$ cat config.mk
export PLATFORM = sky130hd
export DESIGN_NAME = pipeline_hazard_controller
export DESIGN_NICKNAME = d
export VERILOG_FILES = /design/src/rtl/pipeline_hazard_controller.sv
export SDC_FILE = /design/constraint.sdc
export NUM_CORES = 1
export LEC_CHECK = 0
export ABC_AREA = 1
export CORE_MARGIN = 4
export CORE_UTILIZATION = 26
export CTS_CLUSTER_DIAMETER = 50
export DETAILED_ROUTE_END_ITERATION = 10
export GPL_ROUTABILITY_DRIVEN = 1
export PLACE_DENSITY = 0.47
export RECOVER_POWER = 50
export SYNTH_ARGS = -nofsm -noshare
export SYNTH_HDL_FRONTEND = slang
export SYNTH_SLANG_ARGS = --single-unit
$ cat constraint.sdc
create_clock -name clk -period 1.71 [get_ports clk]
set_input_delay 0.171 -clock clk [delete_from_list [all_inputs] [get_ports clk]]
set_output_delay 0.171 -clock clk [all_outputs]
set_load 0.005 [all_outputs]
$ cat src/rtl/pipeline_hazard_controller.sv
`timescale 1ns/1ps
`default_nettype none
// ============================================================================
// Module   : pipeline_hazard_controller
// Purpose  : RAW hazard tracking, memory/sleep holds and mispredict flush
//            sequencing for the 3-stage pipeline register bank.
// Revision : 1.0
// ============================================================================
module pipeline_hazard_controller #(
    parameter int NUM_REGS     = 8,
    parameter int STALL_BITS   = 8,
    parameter int FLUSH_CYCLES = 2,
    parameter int MEM_TIMEOUT  = 15
) (
    input  logic                        clk,
    input  logic                        reset_gprc,
    input  logic                        dec_valid,
    input  logic [$clog2(NUM_REGS)-1:0] dec_src_a,
    input  logic [$clog2(NUM_REGS)-1:0] dec_src_b,
    input  logic                        dec_src_a_used,
    input  logic                        dec_src_b_used,
    input  logic [$clog2(NUM_REGS)-1:0] dec_dst,
    input  logic                        dec_writes,
    input  logic                        dec_slp,
    input  logic                        mem_req,
    input  logic                        mem_ready,
    input  logic                        branch_fail,
    input  logic                        wake,
    output logic [STALL_BITS-1:0]       stall_o,
    output logic                        clear_o,
    output logic [NUM_REGS-1:0]         busy_regs_o,
    output logic [1:0]                  state_o,
    output logic                        timeout_o
);

    localparam int IDX_W  = $clog2(NUM_REGS);
    localparam int FCNT_W = $clog2(FLUSH_CYCLES + 1);
    localparam int MCNT_W = $clog2(MEM_TIMEOUT + 1);

    localparam logic [FCNT_W-1:0] C_FLUSH_LOAD = FCNT_W'(FLUSH_CYCLES);
    localparam logic [MCNT_W-1:0] C_MEM_LAST   = MCNT_W'(MEM_TIMEOUT - 1);

    localparam logic [1:0] ST_RUN      = 2'd0;
    localparam logic [1:0] ST_MEM_WAIT = 2'd1;
    localparam logic [1:0] ST_FLUSH    = 2'd2;
    localparam logic [1:0] ST_SLEEP    = 2'd3;

    logic [1:0]             r_state;
    logic [FCNT_W-1:0]      r_flush_cnt;
    logic [MCNT_W-1:0]      r_mem_cnt;
    logic                   r_pending;
    logic                   r_timeout;
    logic [2:0]             r_trk_valid;
    logic [2:0][IDX_W-1:0]  r_trk_dst;

    logic [1:0]             w_state_nxt;
    logic [FCNT_W-1:0]      w_flush_cnt_nxt;
    logic [MCNT_W-1:0]      w_mem_cnt_nxt;
    logic                   w_pending_nxt;
    logic                   w_timeout_nxt;
    logic                   w_enter_flush;
    logic [2:0]             w_raw;
    logic                   w_stall_any;
    logic                   w_issue_wr;
    logic                   w_mem_last;
    logic                   w_mem_done;

    // Entry index 0/1/2 corresponds to execute/memory/writeback.
    always_comb begin
        w_raw = '0;
        for (int i = 0; i < 3; i++) begin
            w_raw[i] = dec_valid && r_trk_valid[i] &&
                       ((dec_src_a_used && (dec_src_a == r_trk_dst[i])) ||
                        (dec_src_b_used && (dec_src_b == r_trk_dst[i])));
        end
    end

    always_comb begin
        stall_o    = '0;
        stall_o[0] = w_raw[0];
        stall_o[1] = w_raw[1];
        stall_o[2] = w_raw[2];
        stall_o[3] = (r_state == ST_MEM_WAIT);
        stall_o[4] = (r_state == ST_FLUSH);
        stall_o[5] = (r_state == ST_SLEEP);
    end

    always_comb begin
        busy_regs_o = '0;
        for (int i = 0; i < 3; i++) begin
            if (r_trk_valid[i]) begin
                busy_regs_o[r_trk_dst[i]] = 1'b1;
            end
        end
    end

    assign clear_o     = (r_flush_cnt != '0);
    assign state_o     = r_state;
    assign timeout_o   = r_timeout;
    assign w_stall_any = |stall_o;
    assign w_issue_wr  = dec_valid && dec_writes && !w_stall_any && !clear_o;
    assign w_mem_last  = (r_mem_cnt == C_MEM_LAST);
    assign w_mem_done  = mem_ready || w_mem_last;

    always_comb begin
        w_state_nxt     = r_state;
        w_flush_cnt_nxt = r_flush_cnt;
        w_mem_cnt_nxt   = r_mem_cnt;
        w_pending_nxt   = r_pending;
        w_timeout_nxt   = r_timeout;
        w_enter_flush   = 1'b0;
        case (r_state)
            ST_RUN: begin
                if (branch_fail) begin
                    w_enter_flush = 1'b1;
                end else if (mem_req && !mem_ready) begin
                    w_state_nxt   = ST_MEM_WAIT;
                    w_mem_cnt_nxt = '0;
                end else if (dec_valid && dec_slp && (w_raw == '0)) begin
                    w_state_nxt = ST_SLEEP;
                end
            end
            ST_MEM_WAIT: begin
                if (w_mem_done) begin
                    // A timeout releases the wait exactly like a completed access.
                    if (!mem_ready) begin
                        w_timeout_nxt = 1'b1;
                    end
                    if (r_pending || branch_fail) begin
                        w_enter_flush = 1'b1;
                    end else begin
                        w_state_nxt = ST_RUN;
                    end
                    w_pending_nxt = 1'b0;
                end else begin
                    w_mem_cnt_nxt = r_mem_cnt + 1'b1;
                    w_pending_nxt = r_pending || branch_fail;
                end
            end
            ST_FLUSH: begin
                if (branch_fail) begin
                    w_flush_cnt_nxt = C_FLUSH_LOAD;
                end else if (r_flush_cnt <= FCNT_W'(1)) begin
                    w_state_nxt     = ST_RUN;
                    w_flush_cnt_nxt = '0;
                end else begin
                    w_flush_cnt_nxt = r_flush_cnt - 1'b1;
                end
            end
            ST_SLEEP: begin
                if (branch_fail) begin
                    w_enter_flush = 1'b1;
                end else if (wake) begin
                    w_state_nxt = ST_RUN;
                end
            end
            default: begin
                w_state_nxt = ST_RUN;
            end
        endcase
        if (w_enter_flush) begin
            w_state_nxt     = ST_FLUSH;
            w_flush_cnt_nxt = C_FLUSH_LOAD;
        end
    end

    always_ff @(posedge clk or posedge reset_gprc) begin
        if (reset_gprc) begin
            r_state     <= ST_RUN;
            r_flush_cnt <= '0;
            r_mem_cnt   <= '0;
            r_pending   <= 1'b0;
            r_timeout   <= 1'b0;
        end else begin
            r_state     <= w_state_nxt;
            r_flush_cnt <= w_flush_cnt_nxt;
            r_mem_cnt   <= w_mem_cnt_nxt;
            r_pending   <= w_pending_nxt;
            r_timeout   <= w_timeout_nxt;
        end
    end

    // The tracker shifts every cycle, stalled or not; a flush wipes all entries.
    always_ff @(posedge clk or posedge reset_gprc) begin
        if (reset_gprc) begin
            r_trk_valid <= '0;
            r_trk_dst   <= '0;
        end else begin
            r_trk_dst <= {r_trk_dst[1:0], dec_dst};
            if (w_enter_flush) begin
                r_trk_valid <= '0;
            end else begin
                r_trk_valid <= {r_trk_valid[1:0], w_issue_wr};
            end
        end
    end

endmodule
`default_nettype wire

==> results_dict.tcl <==
set metrics [dict create \
    port_buffers 37 \
    core_area_sq_um 5990 \
    yosys.area.top_type_share_pct 33.8 \
    fin_crit_sh_pct 97.0 \
    reg2regPathDepth 7 \
    syn2layout_area_growth_pct 53.2 \
    setup_violations 0 \
    numClockSinks 22 \
    drc 0 \
    firstDrtPassIters 4 \
    clockBufferDepth 2 \
    cts-buffers-inserted 3 \
    fp.dieArea_sq_um 7590 \
    final_cell_mix "nand2_1, buf_4, inv_1, nor2_1, clkdlybuf4s50_1" \
    drt_iter0_drc 28 \
    syn_area_per_cell_sq_um 6.49 \
    hold_viol 0 \
    postCtsHoldBufs 0 \
    crit_fanout 6 \
    worstSkewPairLatency_ps 260 \
    cp-start-kind "flip-flop" \
    nNetsFinal 349 \
    dr_total_vias 1732 \
    busiest_layer "met2" \
    ant_nets 0 \
    max_cap_violations 0 \
    status "finished, final reports clean" \
    syn-instance-count 251 \
    fmax_mhz 603 \
    critPathKind "reg2out" \
    ir_drop_uv 774 \
    die_y_um 87.1 \
    cts_tree "built" \
    io_pins 40 \
    drive_above_1_share_pct 29.0 \
    yosys_register_bits 22 \
    path_cells "inv_4, ha_4, clkdlybuf4s50_1" \
    grt_max_degree 23 \
    endpoint_kind "output pin" \
    worstPathRequired_ps 1540 \
    rsz0062_at_grt "yes" \
    vias_per_cell 4.37 \
    synth_cell_types 30 \
    clk_pin_slew_worst_paths_ps 80 \
    place_congestion 0.838 \
    ys_top_cells_by_area "dfrtp_1, nand2_1, inv_1" \
    crit_path_max_incr_delay_ps 500 \
    leakage_nw 1.30 \
    wirelength_um 4640 \
    start_util_pct 27.2 \
    p_per_area_nw_per_um2 1040 \
    synth_seq_area_share_pct 33.8 \
    critical_path.slowest_cell "clkdlybuf4s50_1" \
    arrival_ps 1490 \
    fin_worst_skew_ps 3.54 \
    finalHoldWorstSlack_ps 388 \
    grt_util_met2_pct 22.9 \
    netlist_area_sq_um 1630 \
    min_period_ps 1660 \
    wire_per_inst_um 11.7 \
    yosys_warnings 0 \
    grt-ovfl-total 0 \
    grt_pass1_vias 1746 \
    setup_slack_ps 51.1 \
    yosysTopAreaCell "dfrtp_1" \
    grt_usage_pct 12.7 \
    hold_path.class "in2async" \
    antenna_found_initial 0 \
    fp-row-count 28 \
    h-tree-depth 1 \
    met3_usage_pct 1.23 \
    grt_pass1_wl_um 7740 \
    die_w_um 87.1 \
    post-place-ws_ps -241 \
    antenna_cells 0 \
    cts_root_buf "clkbuf_8" \
    layout_commonest_cell "nand2_1" \
    finalMaxSlewViolations 0 \
    hpwl_um 3700 \
    met1_usage_pct 15.7 \
]
[routing by layer]
layer	wire, um	vias up
li1	-	918
met1	2160	771
met2	2270	37
met3	160	6
met4	53	0
met5	0	-
[area by class of cell]
class / count / area [sq um]
inverters: 43 / 166
repair buffers: 70 / 599
well taps: 75 / 93.8
multi-input cells: 182 / 1000
flip-flops and latches: 22 / 561
fillers: 634 / 3500
clock inverters: 1 / 30.0
clock buffers: 3 / 41.3
[critical path: cells and delay by family (launching register included)]
family | cells | cell delay [ps]
DFF | 1 | 470
buffers and inverters | 2 | 600
adders and majority gates | 1 | 170
[flip-flops by register name, indices dropped and copies added, names as in the netlist]
signal	count
r_flush_cnt	2
r_mem_cnt	4
r_pending	1
r_trk_dst	9
r_trk_valid	3
state_o	2
timeout_o	1
[per-stage QoR]
stage / instances / area (sq um) / setup TNS [ps] / utilization [%] / total power, mW
after floorplan: 252 / 1630 / 0 / - / 1.44
after global placement: 379 / 2220 / -719 / 37.0 / 1.94
after detailed placement: 379 / 2220 / -787 / 37.0 / 1.94
after CTS: 391 / 2400 / -34.2 / 40.0 / 2.50
after global routing: 396 / 2490 / -60.3 / 41.6 / 2.83
final: 396 / 2490 / 0 / 41.6 / 2.59
[power breakdown]
group	internal [mW]	switching (mW)	total, mW
logic	0.656	0.685	1.34
clock network	0.312	0.164	0.477
registers	0.645	0.129	0.774
[synth_stat cells]
cell type	number
nand2_1	83
inv_1	34
nor2_1	32
dfrtp_1	22
nand3_1	18
inv_2	9
ha_1	7
a21oi_1	6
nand2_2	6
o21ai_0	6
a31oi_1	2
buf_2	2
buf_4	2
nand4_1	2
nor3_1	2
o221ai_1	2
o41ai_1	2
xnor2_1	2
a21boi_0	1
a21boi_2	1
clkbuf_1	1
conb_1	1
nand4_2	1
nor2_2	1
o2111ai_1	1
o21bai_1	1
o22ai_1	1
o22ai_2	1
o31ai_1	1
xor2_1	1
[worst paths after layout]
kind | slack [ps] | from | end
min in group clk | 440 | r_trk_dst[1] | r_trk_dst[4]
hold reg to reg | 440 | r_trk_dst[1] | r_trk_dst[4]
setup reg to reg | 150 | state_o[0] | state_o[0]
setup / recovery | 50 | state_o[0] | stall_o[4]
max in group asynchronous | 1080 | reset_gprc | r_trk_dst[6]
hold / removal | 390 | reset_gprc | r_trk_dst[2]
[what timing repair did]
action | 4_1_cts | 5_1_grt
hold endpoints to repair | 0 | 0
pin swaps | 1 | 15
setup buffers | 8 | 5
endpoints found under the setup margin | 13 | 15
resized for setup | 40 | 29
[logic make-up after synthesis]
| logic type | after synthesis | share of synthesized area [%] |
|---|---|---|
| xor+xnor | 3 | 1.61 |
| buf+inv | 48 | 11.7 |
| fa+ha+maj | 7 | 5.38 |
| compound gates | 25 | 10.4 |
| other cells | 1 | 0.230 |
| simple gates | 145 | 36.9 |
| flops | 22 | 33.8 |
No activity file was read; power rests on OpenSTA's default activity.
==> edit 1 (config.mk and constraints unchanged) <==
Make the reset (`reset_gprc`) synchronous in 2 clocked blocks.
--- a/src/rtl/pipeline_hazard_controller.sv
+++ b/src/rtl/pipeline_hazard_controller.sv
@@ -164,7 +164,7 @@
         end
     end
 
-    always_ff @(posedge clk or posedge reset_gprc) begin
+    always_ff @(posedge clk) begin
         if (reset_gprc) begin
             r_state     <= ST_RUN;
             r_flush_cnt <= '0;
@@ -181,7 +181,7 @@
     end
 
     // The tracker shifts every cycle, stalled or not; a flush wipes all entries.
-    always_ff @(posedge clk or posedge reset_gprc) begin
+    always_ff @(posedge clk) begin
         if (reset_gprc) begin
             r_trk_valid <= '0;
             r_trk_dst   <= '0;
Formal check against the unedited RTL: differs if reset_gprc is asserted again (counterexample within 4 cycles, from zero or initial values and one cycle with reset_gprc high); with reset_gprc held inactive, the same outputs for 10 cycles.
==> edit 1 against the unedited design <==
- clock skew about the same
- wire length is 1.7% higher
- setup slack worse by 0.016 ns
- synthesized area fell by 1.8%
- final area decreased by 3.2%
- sequential cell count is the same
- register-to-register slack worse by 0.04 ns
- hold slack better by 0.027 ns
- largest power group unchanged
- power down 16%
==> edit 1: results (changes against the unedited design) <==
Timing
  – Final Skew: 0.003495 ns (was 0.003537 ns)

Global routing
  – Initial antenna violation count: 0 (unchanged)
  – Vias in the first global route: 1766 (was 1746)
  – First-pass GRT wire length: 8.107 mm (was 7.741 mm)
  – Global Route Usage Sum: 13.20% (was 12.65%)
  – Largest net degree at the start of global routing: 13 (was 23)

Synth
  – Top_reg_cell synth: dfxtp_1 (was dfrtp_1)
  – Synth top area cells: dfxtp_1 28%, nand2_1 18%, nor2_1 10% (was dfrtp_1 34%, nand2_1 19%, inv_1 7.8%)
  – Top post-synthesis cells by count: 78 x nand2_1, 43 x nor2_1, 34 x inv_1 (was 83 x nand2_1, 34 x inv_1, 32 x nor2_1)
  – Synth cell types: 32 (was 30)
  – Synth Register Bits: 22 (unchanged)
  – Register area share after synthesis: 27.56% (was 33.82%)
  – Synth warnings: 0 (unchanged)
  – Async SR Flop Fraction: 0% (was 100.0%)

Finish
  – Fillcell total: 652 (was 634)
  – Logic inverters: 47 (was 43)
  – Share of layout cells above drive strength 1: 27.05% (was 28.97%)
  – Register area: 466.7 µm² (was 560.5 µm²)
  – Top reg by flops: r_trk_dst (unchanged)
  – Count of non-CTS buffers in the layout: 68 (was 70)
  – Top flop regs: r_trk_dst: 9 flops, r_mem_cnt: 4 flops, r_trk_valid: 3 flops (unchanged)
  – Non-clk buf share: 24.37% (was 24.03%)
  – Clkbuf count: 4 (was 3)
  – Multi-input gates: 188 (was 182)
  – ANT cells: 0 (unchanged)
  – Fraction of area in clock buffers and inverters: 2.281% (was 2.860%)
  – Area taken by multi-input logic gates: 1031 µm² (was 1002 µm²)
  – NumNets Final: 357 (was 349)

Routing
  – Avg WL per Cell: 11.69 µm (was 11.72 µm)
  – DR vias/cell: 4.465 (was 4.374)
  – Initial DRC count: 65 (was 28)
  – First drt pass iteration count: 4 (unchanged)

Place
  – Gpl congestion: 0.8538 (was 0.8381)
  – Port Buf Inserts: 37 (unchanged)
  – DPL Wire Length: 3.838 mm (was 3.698 mm)
  – Setup WS pre-CTS: -0.2030 ns (was -0.2408 ns)

Worst setup path
  – Largest stage delay on the critical path: 0.52 ns (was 0.50 ns)
  – Slowest cell on the critical path: clkdlybuf4s50_1 (unchanged)
  – Worst Path Max Fanout: 3 (was 6)
  – Top Family by Delay on Critical Path: buffers and inverters (unchanged)
  – Crit path DAT: around 1.5 ns

Clock network
  – Clock Path Buffers: 2 (unchanged)
  – CTS Root Cell: clkbuf_8 (unchanged)
  – Clk slew on worst S/H paths: 0.08 ns (about the same)
  – H-tree levels: 1 (unchanged)
  – Worst skew pair latency: 0.26 ns (about the same)
  – Total CTS buffers: 3 (unchanged)

Min path
  – Hold WC Path Type: in2reg (was in2async)

Power and ir drop
  – Peak supply drop: 0.6195 mV (was 0.7738 mV)
  – LEAKAGE: 1.216 nW (was 1.303 nW)

Run status
  – Run status: finished, final reports clean (unchanged)
[edit 1: through the flow]
step | power [mW] | std cells | cell area [µm²]
after floorplan | 1.235 | 263 | 1602
after global placement | 1.709 | 394 | 2218
after detailed placement | 1.701 | 394 | 2218
after CTS | 2.095 | 399 | 2311
after global routing | 2.392 | 404 | 2414
final | 2.183 | 404 | 2414
[edit 1: worst paths after layout]
check / depth (start not counted) / slack (ns) / to / startpoint
setup / recovery: 3 / 0.04 / stall_o[5] / state_o[0]$_SDFFE_PP0P_
hold / removal: 3 / 0.42 / r_trk_dst[2]$_SDFF_PP0_ / dec_dst[2]
setup reg to reg: 13 / 0.11 / state_o[1]$_SDFFE_PP0P_ / r_mem_cnt[0]$_SDFFE_PP0P_
hold reg to reg: 2 / 0.47 / r_trk_valid[1]$_SDFF_PP0_ / r_trk_valid[0]$_SDFF_PP0_
[edit 1: logic make-up after synthesis]
group	Yosys count	synth area share, %
xor+xnor	2	1.097
other cells	1	0.2347
fa+ha+maj	7	5.481
simple gates	143	37.04
buf+inv	53	13.23
flops	22	27.56
compound gates	34	15.35
[edit 1: what timing repair did]
| action | CTS | global route |
|---|---|---|
| buffers inserted | 1 | 5 |
| endpoints found under the setup margin | 13 | 15 |
| resized for setup | 37 | 26 |
| pin swaps | 1 | 12 |
[edit 1: power breakdown]
part | switching, mW | leakage, nW | internal [mW] | total, mW
combinational | 0.571 | 1.00 | 0.564 | 1.13
sequential | 0.0864 | 0.186 | 0.594 | 0.680
clock | 0.163 | 0.0288 | 0.205 | 0.368
[edit 1: layer usage]
layer	wire (µm)	track usage [%]
met1	2326	17.62
met4	53	4.391
met5	0	0
met3	237	1.331
met2	2104	22.18
==> edit 2 (same flow settings) <==
Made on the original files. `NUM_REGS`: 8 -> 32.
--- a/src/rtl/pipeline_hazard_controller.sv
+++ b/src/rtl/pipeline_hazard_controller.sv
@@ -7,7 +7,7 @@
 // Revision : 1.0
 // ============================================================================
 module pipeline_hazard_controller #(
-    parameter int NUM_REGS     = 8,
+    parameter int NUM_REGS     = 32,
     parameter int STALL_BITS   = 8,
     parameter int FLUSH_CYCLES = 2,
     parameter int MEM_TIMEOUT  = 15
Ports: changed (resized busy_regs_o, dec_dst, dec_src_a and dec_src_b); port bits go from 40 to 70. No check against the original RTL was run, so the function may have changed too.
==> edit 2 against the unedited design <==
- synthesized area is 53% higher
- count of clock-buffer cells in the layout unchanged
- critical path type unchanged
- clock skew grew 0.0094 ns
- the run now ends with setup timing left
- sequential cell count increased by 6
- power increased by 31%
- critical path depth grew 5
- wire length rose to 2.6 times the old value
- register-to-register slack got worse by 0.10 ns
- sequential share of layout area fell by 9.3 points
- setup slack worse by 0.20 ns
- final area rose by 120%
- hold slack better by 0.057 ns
- first-iteration DRC count rose to 6.6 times the old value
==> edit 2: results (changes against the unedited design) <==
Run status
  – Run status: complete, but fails checks (was finished, final reports clean)
  – Failing checks: setup timing

Place
  – DPL Wire Length: 7.490 mm (was 3.698 mm)
  – Gpl congestion: 0.8528 (was 0.8381)
  – Placed Cells: 689 (was 379)
  – Port Buf Inserts: 67 (was 37)
  – Setup WS pre-CTS: -0.3767 ns (was -0.2408 ns)

Worst setup path
  – Worst Path Max Fanout: 4 (was 6)
  – Crit path DAT: 1.69 ns (was 1.49 ns)
  – Slowest cell on the critical path: dfrtp_2 (was clkdlybuf4s50_1)
  – Largest stage delay on the critical path: 0.48 ns (was 0.50 ns)
  – R2R Setup Slk: 0.05 ns (was 0.15 ns)

Global routing
  – Initial antenna violation count: 0 (unchanged)
  – Vias in the first global route: 3614 (was 1746)
  – Global Route Usage Sum: 20.08% (was 12.65%)
  – First-pass GRT wire length: 17.98 mm (was 7.741 mm)
  – Largest net degree at the start of global routing: 29 (was 23)

Synth
  – Top post-synthesis cells by count: 187 x nand2_1, 42 x nand3_1, 37 x inv_1 (was 83 x nand2_1, 34 x inv_1, 32 x nor2_1)
  – Synth cell types: 27 (was 30)
  – Synth top area cells: nand2_1 28%, dfrtp_1 28%, nand3_1 8.5% (was dfrtp_1 34%, nand2_1 19%, inv_1 7.8%)
  – Post-Synthesis Cells: 426 (was 251)
  – Register area share after synthesis: 28.18% (was 33.82%)

Power and ir drop
  – LEAKAGE: 2.971 nW (was 1.303 nW)
  – Peak supply drop: 0.4841 mV (was 0.7738 mV)
  – Switching power: 1.336 mW (was 0.9783 mW)

Routing
  – Routed wire length: 12.12 mm (was 4.643 mm)
  – Initial DRC count: 184 (was 28)
  – Via count: 3673 (was 1732)
  – DR vias/cell: 4.745 (was 4.374)
  – First drt pass iteration count: 5 (was 4)

Timing
  – Setup WS post-layout: -0.1495 ns (was 0.05111 ns)
  – Endpoints failing setup: 29 (was 0)
  – Final Skew: 0.01293 ns (was 0.003537 ns)

Clock network
  – Worst skew pair latency: 0.28 ns (was 0.26 ns)

Finish
  – NumNets Final: 679 (was 349)
  – Share of layout cells above drive strength 1: 57.67% (was 28.97%)
  – Top flop regs: r_trk_dst: 15 flops, r_mem_cnt: 4 flops, r_trk_valid: 3 flops (was r_trk_dst: 9 flops, r_mem_cnt: 4 flops, r_trk_valid: 3 flops)

Min path
  – Hold WC Path Type: in2reg (was in2async)
==> edit 2: changes by cell type in the layout (fill, tap and decap cells not counted), sizes merged, moves of 3 or more <==
cell | before | now
buf | 34 | 188
dlygate4sd2 | 9 | 1
clkdlybuf4s50 | 18 | 22
nand3 | 18 | 42
clkdlybuf4s15 | 3 | 0
dlymetal6s2s | 0 | 3
nor3 | 2 | 36
nand2 | 89 | 190
xor2 | 1 | 4
o21ai | 6 | 13
dfrtp | 22 | 28
inv | 43 | 49
==> edit 2: power groups by stage <==
stage	registers [mW]	clock network, mW	logic, mW
3_5_place_dp	0.920	0	1.37
2_1_floorplan	0.890	0	0.747
5_1_grt	0.946	0.581	2.12
4_1_cts	0.920	0.544	1.67
6_report	0.935	0.529	1.94
3_3_place_gp	0.920	0	1.36
==> edit 2: repair_timing <==
action / 4_1_cts / 5_1_grt
setup buffers: 81 / 16
endpoints found under the setup margin: 41 / 47
pin swaps: 45 / 65
gates resized for setup: 314 / 123
==> edit 2: through the flow <==
step / utilization, % / hold WS, ns / instance area (µm²) / TNS, ns
after floorplan: - / 0.2024 / 2490 / 0
after global placement: 41.25 / 0.4511 / 3830 / -4.559
after detailed placement: 41.25 / 0.4647 / 3830 / -4.513
after CTS: 53.34 / 0.2508 / 4952 / -1.055
after global routing: 58.49 / 0.4239 / 5430 / -4.645
final: 58.49 / 0.4452 / 5430 / -1.828
==> edit 2: final cells by class <==
class                           instances  area, µm²
Multi-Input combinational cell        342       2245
Timing Repair Buffer                  221       2006
Sequential cell                        28      715.7
Clock inverter                          1      30.03
Inverter                               50      231.5
Clock buffer                            3      41.29
Tap cell                              129      161.4
Fill cell                             864       3854
==> edit 2: kinds of logic (layout without fill, tap and decap cells) <==
logic type | Yosys count | after routing | synth area share, %
AOI/OAI and AO/OA | 22 | 22 | 5.033
buffers and inverters | 57 | 275 | 9.159
DFF | 28 | 28 | 28.18
adders and majority gates | 7 | 7 | 3.523
xor gates and xnor gates | 4 | 4 | 1.409
other | 1 | 2 | 0.1508
and+or+nand+nor | 307 | 307 | 52.54
==> edit 2: final timing paths <==
check                                          from                  endpoint  cells after the start
max                         r_trk_dst[12]$_DFF_PP0_           busy_regs_o[22]                      8
min in group asynchronous                reset_gprc  r_mem_cnt[1]$_DFFE_PP0P_                      3
max in group asynchronous                reset_gprc    r_trk_dst[0]$_DFF_PP0_                      3
max reg2reg                r_mem_cnt[0]$_DFFE_PP0P_    state_o[0]$_DFFE_PP0P_                     11
min reg2reg                   timeout_o$_DFFE_PP0P_     timeout_o$_DFFE_PP0P_                      1
min                                      dec_dst[0]    r_trk_dst[0]$_DFF_PP0_                      1
==> edit 2: per-layer routing <==
metal  track usage (%)  routed length [µm]
met1             25.56                5051
met2             34.02                5969
met3             2.756                 676
met4             8.326                 421
met5                 0                   0
